<file path="config.mk">
export PLATFORM = sky130hd
export DESIGN_NAME = wb_buffer_param
export DESIGN_NICKNAME = d
export VERILOG_FILES = /design/src/rtl/wb_buffer_param.sv
export SDC_FILE = /design/constraint.sdc
export NUM_CORES = 2
export LEC_CHECK = 0
export CORE_ASPECT_RATIO = 2
export CORE_UTILIZATION = 25
export CTS_CLUSTER_DIAMETER = 50
export CTS_CLUSTER_SIZE = 14
export DETAILED_ROUTE_END_ITERATION = 6
export PLACE_DENSITY = 0.53
export SETUP_SLACK_MARGIN = 0.1
export SLEW_MARGIN = 30
export SYNTH_ARGS = -nofsm -noshare
export SYNTH_HDL_FRONTEND = slang
export SYNTH_SLANG_ARGS = --single-unit
</file>
<file path="constraint.sdc">
create_clock -name clk -period 11.5 [get_ports clk]
set_input_delay 2.3 -clock clk [delete_from_list [all_inputs] [get_ports clk]]
set_output_delay 2.3 -clock clk [all_outputs]
set_load 0.05 [all_outputs]
</file>
<file path="src/rtl/wb_buffer_param.sv">
// Parametrised in-order store buffer with commit, squash of uncommitted entries,
// occupancy flags and combinational store-to-load forwarding.
module wb_buffer_param #(
  parameter int unsigned DEPTH     = 8,
  parameter int unsigned AW        = 15,
  parameter int unsigned DW        = 32,
  parameter int unsigned EW        = 32,
  parameter int unsigned AF_THRESH = DEPTH - 2
) (
  input  logic                       clk,
  input  logic                       rst,
  input  logic                       enqueue,
  input  logic                       i_vld,
  input  logic                       i_cachable,
  input  logic [EW-1:0]              i_eip,
  input  logic [AW-1:0]              i_addr,
  input  logic [DW-1:0]              i_data,
  input  logic [2:0]                 i_size,
  input  logic                       commit,
  input  logic [EW-1:0]              i_eip_cmp,
  input  logic                       flush,
  input  logic                       read,
  input  logic                       lk_vld,
  input  logic [AW-1:0]              lk_addr,
  input  logic [2:0]                 lk_size,
  output logic                       o_en_vld,
  output logic [AW-1:0]              o_en_addr,
  output logic [DW-1:0]              o_en_data,
  output logic [EW-1:0]              o_en_eip,
  output logic [2:0]                 o_en_size,
  output logic                       o_cachable,
  output logic [DEPTH-1:0]           o_alloc,
  output logic [$clog2(DEPTH):0]     o_count,
  output logic                       empty,
  output logic                       full,
  output logic                       o_almost_full,
  output logic                       o_overflow,
  output logic                       lk_hit,
  output logic                       lk_conflict,
  output logic [DW-1:0]              lk_data
);
  localparam int unsigned PW  = $clog2(DEPTH);
  localparam int unsigned CW  = PW + 1;
  localparam int unsigned AW1 = AW + 1;

  logic [DEPTH-1:0]          alloc_q, alloc_d, vld_q, vld_d, cac_q, cac_d;
  logic [DEPTH-1:0][EW-1:0]  eip_q, eip_d;
  logic [DEPTH-1:0][AW-1:0]  addr_q, addr_d;
  logic [DEPTH-1:0][DW-1:0]  data_q, data_d;
  logic [DEPTH-1:0][2:0]     size_q, size_d;
  logic [PW-1:0]             rdptr_q, rdptr_d, wrptr_q, wrptr_d;
  logic [CW-1:0]             count_q, count_d, survivors;
  logic                      overflow_q;
  logic                      enq_w, rd_ok;

  function automatic logic [CW-1:0] popcnt(input logic [DEPTH-1:0] v);
    logic [CW-1:0] n;
    n = '0;
    for (int i = 0; i < DEPTH; i++) n = n + CW'(v[i]);
    return n;
  endfunction

  assign full          = (count_q == CW'(DEPTH));
  assign empty         = (count_q == '0);
  assign o_almost_full = (count_q >= CW'(AF_THRESH));
  assign o_count       = count_q;
  assign o_alloc       = alloc_q;
  assign o_overflow    = overflow_q;
  assign o_en_vld      = alloc_q[rdptr_q] & vld_q[rdptr_q];
  assign o_en_addr     = addr_q[rdptr_q];
  assign o_en_data     = data_q[rdptr_q];
  assign o_en_eip      = eip_q[rdptr_q];
  assign o_en_size     = size_q[rdptr_q];
  assign o_cachable    = cac_q[rdptr_q];

  assign enq_w = enqueue & ~full & ~flush;
  assign rd_ok = read & o_en_vld;

  always_comb begin
    alloc_d   = alloc_q;
    vld_d     = vld_q;
    cac_d     = cac_q;
    eip_d     = eip_q;
    addr_d    = addr_q;
    data_d    = data_q;
    size_d    = size_q;
    rdptr_d   = rdptr_q;
    wrptr_d   = wrptr_q;
    survivors = '0;
    if (commit) begin
      for (int i = 0; i < DEPTH; i++) begin
        if (alloc_q[i] && eip_q[i] == i_eip_cmp) vld_d[i] = 1'b1;
      end
    end
    if (enq_w) begin
      alloc_d[wrptr_q] = 1'b1;
      vld_d[wrptr_q]   = i_vld | (commit & (i_eip == i_eip_cmp));
      cac_d[wrptr_q]   = i_cachable;
      eip_d[wrptr_q]   = i_eip;
      addr_d[wrptr_q]  = i_addr;
      data_d[wrptr_q]  = i_data;
      size_d[wrptr_q]  = i_size;
      wrptr_d          = wrptr_q + PW'(1);
    end
    if (rd_ok) begin
      alloc_d[rdptr_q] = 1'b0;
      vld_d[rdptr_q]   = 1'b0;
      rdptr_d          = rdptr_q + PW'(1);
    end
    if (flush) begin
      // Committed entries form a contiguous prefix from the head, so the tail
      // lands right after the last survivor.
      alloc_d   = alloc_d & vld_d;
      survivors = popcnt(alloc_d);
      wrptr_d   = rdptr_d + survivors[PW-1:0];
      count_d   = survivors;
    end else begin
      count_d   = count_q + CW'(enq_w) - CW'(rd_ok);
    end
  end

  always_ff @(posedge clk) begin
    if (!rst) begin
      alloc_q    <= '0;
      vld_q      <= '0;
      cac_q      <= '0;
      eip_q      <= '0;
      addr_q     <= '0;
      data_q     <= '0;
      size_q     <= '0;
      rdptr_q    <= '0;
      wrptr_q    <= '0;
      count_q    <= '0;
      overflow_q <= 1'b0;
    end else begin
      alloc_q    <= alloc_d;
      vld_q      <= vld_d;
      cac_q      <= cac_d;
      eip_q      <= eip_d;
      addr_q     <= addr_d;
      data_q     <= data_d;
      size_q     <= size_d;
      rdptr_q    <= rdptr_d;
      wrptr_q    <= wrptr_d;
      count_q    <= count_d;
      overflow_q <= enqueue & full;
    end
  end

  // Forwarding: byte ranges compared one bit wider than the address so they never wrap.
  logic [DEPTH-1:0] ovl, cov;
  logic [AW1-1:0]   l_lo, l_hi, e_lo, e_hi, off;
  logic [PW-1:0]    idx, sel;
  logic             found;
  logic [DW-1:0]    mask;

  always_comb begin
    l_lo = {1'b0, lk_addr};
    l_hi = l_lo + AW1'(lk_size);
    e_lo = '0;
    e_hi = '0;
    for (int i = 0; i < DEPTH; i++) begin
      e_lo   = {1'b0, addr_q[i]};
      e_hi   = e_lo + AW1'(size_q[i]);
      ovl[i] = alloc_q[i] && (e_lo < l_hi) && (l_lo < e_hi);
      cov[i] = (e_lo <= l_lo) && (l_hi <= e_hi);
    end
    // Walk oldest to youngest so the youngest overlap wins.
    idx   = '0;
    sel   = '0;
    found = 1'b0;
    for (int k = DEPTH; k >= 1; k--) begin
      idx = wrptr_q - PW'(k);
      if (ovl[idx]) begin
        sel   = idx;
        found = 1'b1;
      end
    end
    off = l_lo - {1'b0, addr_q[sel]};
    unique case (lk_size)
      3'd1:    mask = DW'(32'h0000_00ff);
      3'd2:    mask = DW'(32'h0000_ffff);
      default: mask = '1;
    endcase
    lk_hit      = lk_vld & found & cov[sel];
    lk_conflict = lk_vld & found & ~cov[sel];
    lk_data     = lk_hit ? ((data_q[sel] >> {off[1:0], 3'b000}) & mask) : '0;
  end
endmodule

</file>
==> results.ini <==
[timing]
final_hold_viol_count=0
rsz0062_at_grt=true
worstMarginPinSlew_ps=1110
timing.fmax_ghz=0.0883
setup_violations=0
tns_ps=0
hold_slack_ps=466
fin_crit_sh=0.984
max_slew_margin=0.256
finalClockSkew_ps=43.1
slew_violations=0
post-route-min-period_ps=11320

[clock_tree]
clk_pin_slew_worst_paths_ps=70
cts-root-buf=clkbuf_16
h-tree-depth=3
numClockSinks=691
cts_tree=yes
clk_latency_ps=680
cts_max_path_buffers=3
numCtsBuffers=67
cts_hold_buffers=0

[placement]
place_hpwl_um=215000
place_area_um2=60700
gp_congestion=1.02
portBuffers=274

[worst_hold_path]
hold_depth=2
worstHoldPathType=reg2reg

[finish]
fin_area_um2=63900
layout_commonest_cell=nand2_1
final_cell_mix=nand2_1 (1509), dfxtp_1 (688), a21boi_0 (668)
area_growth_pct=22.1
post-route-util=0.307
drive_above_1_share=0.145
nNetsFinal=7396

[die]
die_y_um=649
start_util=0.251
io_pins=275
fp-row-count=237
die_w_um=325
coreArea_um2=208000
die-area_um2=211000

[critical_path]
critPathTopFamily=compound AO/OA/AOI/OAI gates
cp.required_ps=9200
path_buf_inv=12
cp.arrival_ps=9020
crit_type=in2out
reg2reg_to=wrptr_q[2]
endpoint_kind=output port
cp_slowest_stage_delay_ps=400
cp_max_fo=11
cpMaxStageDelayCell=a221o_1
start_kind=primary input
critPathMostFrequentCell=buf_4
critPathCapture=lk_data[15]
r2r_cells=21
crit-reg2reg-launch=o_count[2]
ff2ff_setup_slack_ps=4600
crit_start=lk_size[0]
cp.depth=34

[route]
initialDrtViolationCount=4679
finalWirelength_um=296000
postRouteAntennaNets=0
drt-wirelength-per-cell_um=31.0
via_per_inst=5.45
firstDrtPassIters=6
drc=0
vias=52000

[yosys]
synth_edf_count=0
netlist_area_um2=52300
yosys.area.top_type=dfxtp_1
synthCells=6462
synth-seq-cells=691
synth_flop_cell=dfxtp_1
synth-seq-area-share=0.264
synth_nets=7104
async_reset_ff_frac=0
syn_area_per_cell_um2=8.10
synth_area_leaders=dfxtp_1 (26%), ha_1 (12%), nand2_1 (11%)
synth_top_cell_area_share=0.264
post_synth_num_cell_types=100
yosysWarnings=0

[power_and_ir_drop]
p_leak_nw=23.4
ir_drop_uv=98.3
p_per_area_nw_per_um2=97.6

[global_routing]
grt_pass1_wl_um=406000
antenna_found_initial=26
grt_max_degree=191
grt_pass1_vias=50900
gr-total-overflow=0
grt.total_usage=0.271

[status]
status=finished, final reports clean

[flow_run]
cap_viol_max_count=0

cell families after synthesis:
family | synth area share
compound gates | 0.219
buf+inv | 0.0473
mux | 0.0891
fa+ha+maj | 0.124
xor+xnor | 0.0719
simple gates | 0.184
flops | 0.264
report_power, final:
part	leakage, nW	internal, mW	switching, mW
logic	16.9	0.569	0.940
clock network	0.997	1.16	1.12
registers	5.58	2.42	0.0360
cell usage after synthesis (47+ instances only):
cell type,instances
xnor2_1,183
o21ai_0,192
a21boi_0,669
inv_1,82
buf_4,54
mux2_2,147
nor2b_1,61
a21oi_1,177
nand2_1,1521
nand3_1,103
xor2_1,243
a21o_1,88
o22a_1,82
nor4_1,66
o21a_1,47
dfxtp_1,691
mux2i_1,230
ha_1,486
clkbuf_1,386
nand4_1,113
nor2_1,164
a22oi_1,129
sequential cells by signal, summed over array words and instances (netlist names):
register    cells
eip_q         256
o_overflow      1
vld_q           8
size_q         24
wrptr_q         3
addr_q        120
o_count         4
data_q        256
o_alloc         8
cac_q           8
rdptr_q         3
worst min-delay path, delay by kind of cell, from the launching register on:
kind             cells  cell delay [ps]
AND/OR/NAND/NOR      1               50
flip-flops           1              310
AO/OA/AOI/OAI        1               60
metal layers:
| layer | GRT usage | vias up | wire length [µm] |
|---|---|---|---|
| met5 | 0 | - | 37 |
| met4 | 0.225 | 6 | 29600 |
| met3 | 0.0351 | 812 | 16500 |
| met2 | 0.471 | 2373 | 144000 |
| met1 | 0.290 | 25600 | 105000 |
| li1 | - | 23300 | - |
repair_timing:
item	4_1_cts	5_1_grt
setup endpoints to repair	34	32
pin swaps	38	52
setup buffers	12	11
resized for setup	113	94
worst min path at each step:
stage	startpoint	to	slack, ps
global placement	cac_q[3]	cac_q[3]	450
CTS	cac_q[0]	cac_q[0]	470
finish	cac_q[0]	cac_q[0]	470
detailed placement	cac_q[0]	cac_q[0]	460
floorplan	cac_q[3]	cac_q[3]	440
global route	cac_q[2]	cac_q[2]	490
cell type report:
cell class | instances | area [µm²]
diodes | 16 | 40.0
clock buffers | 74 | 1760
clock inverters | 22 | 267
fillers | 22000 | 144000
inverters | 87 | 334
multi-input cells | 5177 | 37300
flip-flops and latches | 691 | 13800
well taps | 2748 | 3440
repair buffers | 730 | 6920
metrics by stage:
step	std cells	power, mW	setup WS [ps]
5_1_grt	9532	6.41	53.6
6_report	9545	6.24	181
3_3_place_gp	9405	3.93	-1580
4_1_cts	9514	6.22	103
2_1_floorplan	6462	3.25	118
3_5_place_dp	9406	3.94	-1410
No activity file was read; power rests on OpenSTA's default activity.
